$ cat src/rtl/mem_port_arbiter.sv
// Round-robin arbiter sharing one registered memory port among N_REQ requesters,
// with a per-requester lock for atomic read-modify-write and a sticky watchdog.
module mem_port_arbiter #(
    parameter int N_REQ = 4,
    parameter int AW    = 64,
    parameter int DW    = 64,
    parameter int TMO_W = 8
) (
    input  logic                clk,
    input  logic                rst,
    input  logic [N_REQ-1:0]    cl_req,
    input  logic [N_REQ-1:0]    cl_wr,
    input  logic [N_REQ-1:0]    cl_lock,
    input  logic [N_REQ*AW-1:0] cl_addr,
    input  logic [N_REQ*DW-1:0] cl_wdata,
    output logic [N_REQ-1:0]    cl_rdy,
    output logic [DW-1:0]       cl_rdata,
    output logic                mem_req,
    output logic                mem_wr,
    output logic [AW-1:0]       mem_addr,
    output logic [DW-1:0]       mem_dout,
    input  logic [DW-1:0]       mem_din,
    input  logic                mem_rdy,
    output logic                tmo_err
);
    localparam int PW = $clog2(N_REQ);
    localparam logic [TMO_W-1:0] WD_MAX = '1;
    localparam logic [TMO_W-1:0] WD_ONE = 1;

    typedef enum logic [1:0] {IDLE, ISSUE, DONE} state_t;

    state_t            state_reg, state_next;
    logic [PW-1:0]     ptr_reg, ptr_next;
    logic [PW-1:0]     gnt_reg, gnt_next;
    logic [PW-1:0]     lock_own_reg, lock_own_next;
    logic              lock_valid_reg, lock_valid_next;
    logic              lock_req_reg, lock_req_next;
    logic              mem_req_reg, mem_req_next;
    logic              mem_wr_reg, mem_wr_next;
    logic [AW-1:0]     mem_addr_reg, mem_addr_next;
    logic [DW-1:0]     mem_dout_reg, mem_dout_next;
    logic [N_REQ-1:0]  cl_rdy_reg, cl_rdy_next;
    logic [DW-1:0]     cl_rdata_reg, cl_rdata_next;
    logic [TMO_W-1:0]  wd_reg, wd_next;
    logic              tmo_reg, tmo_next;

    logic [AW-1:0]     addr_arr  [N_REQ];
    logic [DW-1:0]     wdata_arr [N_REQ];
    logic [N_REQ-1:0]  elig;
    logic [N_REQ-1:0]  req_elig;
    logic [PW-1:0]     cand;
    logic [PW-1:0]     gnt_idx;
    logic              gnt_any;

    genvar gi;
    generate
        for (gi = 0; gi < N_REQ; gi++) begin : g_unpack
            assign addr_arr[gi]  = cl_addr[gi*AW +: AW];
            assign wdata_arr[gi] = cl_wdata[gi*DW +: DW];
        end
    endgenerate

    // Scan downward so the last hit is the nearest requester after ptr.
    always_comb begin
        elig = '1;
        if (lock_valid_reg) begin
            elig = '0;
            elig[lock_own_reg] = 1'b1;
        end
        req_elig = cl_req & elig;
        gnt_any  = |req_elig;
        gnt_idx  = ptr_reg;
        cand     = ptr_reg;
        for (int k = N_REQ; k >= 1; k--) begin
            cand = PW'((int'(ptr_reg) + k) % N_REQ);
            if (req_elig[cand]) gnt_idx = cand;
        end
    end

    always_comb begin
        state_next      = state_reg;
        ptr_next        = ptr_reg;
        gnt_next        = gnt_reg;
        lock_own_next   = lock_own_reg;
        lock_valid_next = lock_valid_reg;
        lock_req_next   = lock_req_reg;
        mem_req_next    = mem_req_reg;
        mem_wr_next     = mem_wr_reg;
        mem_addr_next   = mem_addr_reg;
        mem_dout_next   = mem_dout_reg;
        cl_rdy_next     = cl_rdy_reg;
        cl_rdata_next   = cl_rdata_reg;
        wd_next         = wd_reg;
        tmo_next        = tmo_reg;
        case (state_reg)
            IDLE: begin
                if (gnt_any) begin
                    mem_req_next  = 1'b1;
                    mem_wr_next   = cl_wr[gnt_idx];
                    mem_addr_next = addr_arr[gnt_idx];
                    mem_dout_next = wdata_arr[gnt_idx];
                    lock_req_next = cl_lock[gnt_idx];
                    gnt_next      = gnt_idx;
                    ptr_next      = gnt_idx;
                    wd_next       = '0;
                    state_next    = ISSUE;
                end
            end
            ISSUE: begin
                if (mem_rdy) begin
                    mem_req_next = 1'b0;
                    if (!mem_wr_reg) cl_rdata_next = mem_din;
                    cl_rdy_next = '0;
                    cl_rdy_next[gnt_reg] = 1'b1;
                    // Lock ownership follows the lock bit of the op just completed.
                    lock_valid_next = lock_req_reg;
                    lock_own_next   = gnt_reg;
                    wd_next    = '0;
                    state_next = DONE;
                end else if (wd_reg != WD_MAX) begin
                    wd_next = wd_reg + WD_ONE;
                    if (wd_next == WD_MAX) tmo_next = 1'b1;
                end
            end
            DONE: begin
                cl_rdy_next = '0;
                state_next  = IDLE;
            end
            default: state_next = IDLE;
        endcase
    end

    always_ff @(posedge clk) begin
        if (rst) begin
            state_reg      <= IDLE;
            ptr_reg        <= PW'(N_REQ - 1);
            gnt_reg        <= '0;
            lock_own_reg   <= '0;
            lock_valid_reg <= 1'b0;
            lock_req_reg   <= 1'b0;
            mem_req_reg    <= 1'b0;
            mem_wr_reg     <= 1'b0;
            mem_addr_reg   <= '0;
            mem_dout_reg   <= '0;
            cl_rdy_reg     <= '0;
            cl_rdata_reg   <= '0;
            wd_reg         <= '0;
            tmo_reg        <= 1'b0;
        end else begin
            state_reg      <= state_next;
            ptr_reg        <= ptr_next;
            gnt_reg        <= gnt_next;
            lock_own_reg   <= lock_own_next;
            lock_valid_reg <= lock_valid_next;
            lock_req_reg   <= lock_req_next;
            mem_req_reg    <= mem_req_next;
            mem_wr_reg     <= mem_wr_next;
            mem_addr_reg   <= mem_addr_next;
            mem_dout_reg   <= mem_dout_next;
            cl_rdy_reg     <= cl_rdy_next;
            cl_rdata_reg   <= cl_rdata_next;
            wd_reg         <= wd_next;
            tmo_reg        <= tmo_next;
        end
    end

    assign mem_req  = mem_req_reg;
    assign mem_wr   = mem_wr_reg;
    assign mem_addr = mem_addr_reg;
    assign mem_dout = mem_dout_reg;
    assign cl_rdy   = cl_rdy_reg;
    assign cl_rdata = cl_rdata_reg;
    assign tmo_err  = tmo_reg;

endmodule

$ cat config.mk
export PLATFORM = sky130hd
export DESIGN_NAME = mem_port_arbiter
export DESIGN_NICKNAME = d
export VERILOG_FILES = /design/src/rtl/mem_port_arbiter.sv
export SDC_FILE = /design/constraint.sdc
export NUM_CORES = 1
export LEC_CHECK = 0
export ABC_AREA = 1
export CAP_MARGIN = 15
export CORE_AREA = 2 2 303 305
export CTS_BUF_LIST = sky130_fd_sc_hd__clkbuf_4 sky130_fd_sc_hd__clkbuf_8 sky130_fd_sc_hd__clkbuf_16
export CTS_CLUSTER_SIZE = 28
export DETAILED_ROUTE_END_ITERATION = 10
export DIE_AREA = 0 0 305 307
export SLEW_MARGIN = 10
export SYNTH_ARGS = -nofsm -noshare
export SYNTH_HDL_FRONTEND = slang
export SYNTH_SLANG_ARGS = --single-unit
export TNS_END_PERCENT = 20
$ cat constraint.sdc
create_clock -name clk -period 2.27 [get_ports clk]
set_input_delay 0.3405 -clock clk [delete_from_list [all_inputs] [get_ports clk]]
set_output_delay 0.3405 -clock clk [all_outputs]
set_load 0.02 [all_outputs]
==> metrics.txt, run 1 <==
status finished with violations; failing checks negative setup slack; Overflow after GRT 0; RSZ-0062 raised after global routing yes; Pwr Density 1260 mW/mm²; routed wire length 82500 µm; CP peak stage delay 0.38 ns; initial antenna violation count 9; initial core utilization 16.3%; most used cell, CP nand2_1; vias in the first global route 18200; Layout area overhead 88.3%; Final #Nets 4030; Setup Total Neg Slack -0.0307 ns; fmax 0.436 GHz; cell count after synthesis 2577; Critical Path End Type flop; Least-Margin Pin Slew 0.592 ns; worst min path class input port to flop; Syn Area/Cell 5.75 µm²; post-place setup slack -0.489 ns; ratio of final minimum period to clock period 101%; worst-path cell with the longest stage delay dfxtp_4; area leader, netlist dfxtp_1; Final Hold Violating Endpoints 0; antenna-violating nets left 0; total number of vias 19200; Die Wd 305 µm; minimum clock period 2.29 ns; row count 111; max_cap viols 0; maximum root-to-sink buffer count 3; syn nets 3170; placed cell count 4544; clk_skew 0.0268 ns; asr flop ratio synth 0%; LEAKAGE 13.8 nW; H-tree depth 1; Netlist cell types 31; clock sink total 217; post-synth top area share 29.3%; setup ws final -0.0218 ns; smallest hold slack 0.0538 ns; vias per cell 4.13; Setup violations, final 4; Worst-Skew Late Latency 0.61 ns; Commonest cells post-synth inv_1 (541), nand3_1 (537), nand2_1 (449); fraction of layout cells with a size suffix above 1 12.5%; Post-synth EDFFs 0; DRC 0; Clk Tree Root Cell clkbuf_16; sequential area share after synthesis 29.3%; arrival time worst endpoint 2.81 ns; Worst setup SP type flop; Die Height 307 µm; cell area after synthesis 0.0148 mm²; critical-path maximum fanout 5; I/O pins 790; non-filler cells, final 4648; routed len/inst 17.7 µm; post-synthesis register bit count 217; Worst EP required 2.79 ns; VDD IR-drop max 0.000725 V; Slew headroom 60.7%; fillers 9794; Iteration-0 DRC Markers 1322; global placement routability congestion 0.908; Ys Warns 0; CP Cell Sequence buf_6 > nand2_1 > nand3b_1 > nand2_2 > nor2_4 > nand2_4 > nand2_4 > nand2_8 > nand2_8 > buf_8 > buf_12 > clkbuf_16 > buf_4 > nand2_1 > nand3_1 > nand3_2 > nand2_1 > inv_1; GRT Util Overall 15.2%; number of iterations in the first detailed-routing pass 5; ys flop type dfxtp_1; Reg clk slew, reported paths 0.06 ns; largest net degree at the start of global routing 81; CTS Buf Count 31; CTS tree yes; # port buffers 789; most common cell in the synthesized netlist inv_1; DPL Wire Length 59400 µm; worst setup path class flop to flop; global-route wire length before repair 110000 µm; dominant cells by area after synthesis dfxtp_1 (29%), nand3_1 (18%), inv_1 (14%), nand2_1 (11%), nor2_1 (10%); fin. max-slew vios 0; die area 0.0936 mm²; total core area 0.0907 mm²
==> through the flow <==
| stage | power, W | util, % | instance area [µm²] |
|---|---|---|---|
| floorplan | 0.0159 | - | 14800 |
| global placement | 0.0247 | 27.7 | 25100 |
| detailed placement | 0.0248 | 27.7 | 25100 |
| CTS | 0.0311 | 29.1 | 26400 |
| global route | 0.0375 | 30.8 | 27900 |
| finish | 0.0351 | 30.8 | 27900 |
==> worst max-delay path: cells and delay by family (launching register included) <==
family                 cells  cell delay [ns]
AND/OR/NAND/NOR           12             1.16
flip-flops                 1             0.38
buffers and inverters      6             0.69
==> final timing paths <==
path                                  from            to  slack [ns]  cells after the start
worst max-delay path            ptr_reg[0]  mem_dout[31]       -0.02                     18
worst min-delay path                   rst  mem_dout[40]        0.05                      4
worst max register to register  ptr_reg[0]  mem_dout[31]       -0.02                     18
worst min register to register   cl_rdy[2]     cl_rdy[2]        0.47                      2
==> routing by layer <==
| metal | global-route usage (%) | up-vias | share of wire, % |
|---|---|---|---|
| met3 | 3.77 | 116 | 7.5 |
| met4 | 5.34 | 8 | 3.1 |
| met1 | 18.4 | 8701 | 42 |
| li1 | - | 9568 | - |
| met5 | 0 | - | 0.065 |
| met2 | 26.3 | 791 | 47 |
==> timing repair <==
action	CTS	global route
hold buffers	0	0
gates resized for setup	13	203
setup buffers	2	24
pin swaps	0	45
gates cloned	3	18
setup endpoints to repair	91	130
==> placed cells by master, fill, tap and decap left out, drive strengths merged, types with 2 or more instances in the layout <==
master | synthesis | layout
clkdlybuf4s50 | 0 | 785
inv | 545 | 546
nand3 | 537 | 537
nand2 | 451 | 451
nor2 | 410 | 410
dfxtp | 217 | 217
buf | 125 | 201
nand3b | 134 | 134
o21ai | 67 | 67
clkbuf | 55 | 56
a21oi | 16 | 16
clkinv | 1 | 10
bufinv | 0 | 6
xor2 | 4 | 4
a211oi | 2 | 2
o211ai | 2 | 2
ha | 2 | 2
clkinvlp | 0 | 2
dlygate4sd2 | 0 | 2
nor3 | 2 | 2
a21boi | 2 | 2
==> power by group <==
group	switching, W	internal, W	leakage, nW
Sequential	0.000642	0.00484	1.79
Combinational	0.0132	0.0109	11.4
Clock	0.00206	0.00338	0.562
Total	0.0159	0.0191	13.8
==> logic make-up after synthesis <==
group           Yosys count  synth area share [%]
compound gates           90                  3.16
xor+xnor                  4                 0.236
fa+ha+maj                 2                 0.169
buf+inv                 726                  20.0
flops                   217                  29.3
simple gates           1538                  47.1
==> final cells by class <==
| class | count | area, µm² | share of cell area, % |
|---|---|---|---|
| Antenna cell | 1 | 2.50 | 0.00897 |
| Clock buffer | 39 | 867 | 3.11 |
| Clock inverter | 18 | 264 | 0.946 |
| Inverter | 546 | 2060 | 7.37 |
| Multi-Input combinational cell | 1634 | 8210 | 29.4 |
| Sequential cell | 217 | 4360 | 15.6 |
| Tap cell | 1186 | 1480 | 5.32 |
| Timing Repair Buffer | 1007 | 10700 | 38.2 |
No activity file was read; power rests on OpenSTA's default activity.
==> run 2: changes to the inputs <==
--- a/config.mk
+++ b/config.mk
@@ -12,7 +12,8 @@
 export CTS_CLUSTER_SIZE = 28
 export DETAILED_ROUTE_END_ITERATION = 10
 export DIE_AREA = 0 0 305 307
-export SLEW_MARGIN = 10
+export SKIP_CTS_REPAIR_TIMING = 1
+export SLEW_MARGIN = 20
 export SYNTH_ARGS = -nofsm -noshare
 export SYNTH_HDL_FRONTEND = slang
 export SYNTH_SLANG_ARGS = --single-unit
==> metrics.txt, run 2 (same netlist as run 1, synthesis figures left out) <==
M2 GR Usage 26.0% (-0.27 points); met1 Use GR 18.0% (-0.40 points); most frequent cells in the layout clkdlybuf4s50_1 (786), inv_1 (538), nand3_1 (498), nand2_1 (425), nor2_1 (404); dpl cell area 0.0251 mm² (unchanged); arrival time worst endpoint 2.70 ns (-0.11 ns); H-tree depth 1 (unchanged); Worst EP required 2.76 ns (-0.03 ns); Worst setup SP type flop; Final #Nets 4021 (-0.22%); Clk Tree Root Cell clkbuf_16; LEAKAGE 13.6 nW (-1.4%); VDD IR-drop max 0.000722 V (-0.35%); placed cell count 4544 (unchanged); RSZ-0062 raised after global routing yes; Least-Margin Pin Slew 0.576 ns (-0.0169 ns); number of iterations in the first detailed-routing pass 6 (+1); fin. max-slew vios 0 (unchanged); die area 0.0936 mm² (unchanged); global-route wire length before repair 109000 µm (-1.4%); fin area 0.0274 mm² (-1.7%); grt peak-use layer met2; Layout area overhead 85.1%; status finished clean; row count 111 (unchanged); Overflow after GRT 0 (unchanged); CTS Buf Count 31 (unchanged); Reg clk slew, reported paths 0.06 ns (about the same); CTS tree yes; setup ws final 0.0587 ns (+0.0806 ns); Critical Path End Type flop; Seq. cell area 0.00436 mm² (unchanged); area of the multi-input gates 0.00789 mm² (-3.9%); clk_skew 0.0284 ns (+0.00156 ns); initial antenna violation count 9 (unchanged); Setup violations, final 0 (-4); worst setup path class flop to flop; Die Height 307 µm (unchanged); critical-path maximum fanout 8 (+3); fmax 0.452 GHz (+3.6%); Power, Total 0.0340 W (-3.1%); ratio of final minimum period to clock period 97.4% (-3.5 points); commonest non-fill, non-tap cell in the layout clkdlybuf4s50_1; DRC 0 (unchanged); routed wire length 81100 µm (-1.7%); routed len/inst 17.5 µm (-1.5%); initial core utilization 16.3% (unchanged); Iteration-0 DRC Markers 1375 (+4.0%); antenna-violating nets left 0 (unchanged); fraction of layout cells with a size suffix above 1 10.1% (-2.4 points); max_cap viols 0 (unchanged); Die Wd 305 µm (unchanged); post-place setup slack -0.489 ns (unchanged); global placement routability congestion 0.908 (unchanged); clock sink total 217 (unchanged); total core area 0.0907 mm² (unchanged); largest net degree at the start of global routing 81 (unchanged); maximum root-to-sink buffer count 3 (unchanged); minimum clock period 2.21 ns (-0.0806 ns); fillers 9845 (+0.52%); vias in the first global route 18100 (-0.70%); GR Util met3 3.80% (+0.034 points); non-filler cells, final 4640 (-0.17%); # port buffers 789 (unchanged); Worst-Skew Late Latency 0.61 ns (about the same); smallest hold slack 0.0515 ns (-0.00228 ns); I/O pins 790 (unchanged); Pwr Density 1240 mW/mm² (-1.4%); worst min path class input port to flop; total number of vias 19000 (-1.2%); GRT Util Overall 15.0% (-0.28 points); Final Hold Violating Endpoints 0 (unchanged); DPL Wire Length 59400 µm (unchanged); Slew headroom 61.5% (+0.85 points); vias per cell 4.09 (-1.0%)
==> run 2: worst max-delay path, stage by stage (launching register included) <==
cell       delay (ns)
dfxtp_4          0.38
buf_6            0.13
nand2_2          0.04
nand3b_1         0.11
nand2_2          0.07
nor2_4           0.14
nand2_4          0.08
nand2_4          0.10
nand2_8          0.08
nand2_8          0.11
buf_8            0.15
clkbuf_16        0.21
buf_6            0.13
nand2_1          0.05
nand3_1          0.11
nand3_1          0.09
nand2_1          0.07
inv_1            0.03
==> run 2: layout make-up <==
type                            instances  share of cell area [%]
Antenna cell                            2                  0.0182
Clock buffer                           39                    3.16
Clock inverter                         18                   0.962
Inverter                              546                    7.49
Multi-Input combinational cell       1634                    28.7
Sequential cell                       217                    15.9
Tap cell                             1186                    5.41
Timing Repair Buffer                  998                    38.3
==> run 2: worst paths after layout <==
check / start / endpoint / cells past startpoint / slack [ns]
worst max-delay path: ptr_reg[0] / mem_dout[61] / 17 / 0.06
worst min-delay path: rst / mem_dout[40] / 4 / 0.05
worst max register to register: ptr_reg[0] / mem_dout[61] / 17 / 0.06
worst min register to register: cl_rdy[2] / cl_rdy[2] / 2 / 0.47
==> run 2: layer usage <==
metal / up-vias / wire length [µm]
met3: 109 / 6020
met2: 745 / 38700
li1: 9560 / -
met4: 8 / 2190
met1: 8537 / 34100
met5: - / 54
==> run 2: power breakdown <==
part / internal, W / switching [W] / total [W]
registers: 0.00484 / 0.000639 / 0.00548
logic: 0.0104 / 0.0127 / 0.0230
clock network: 0.00338 / 0.00206 / 0.00544
==> run 2: stage by stage <==
stage	setup TNS, ns	utilization (%)
5_1_grt	-2.30	30.2
6_report	0	30.3
4_1_cts	-5.11	28.9
3_5_place_dp	-40.09	27.7
3_3_place_gp	-37.13	27.7
2_1_floorplan	0	-
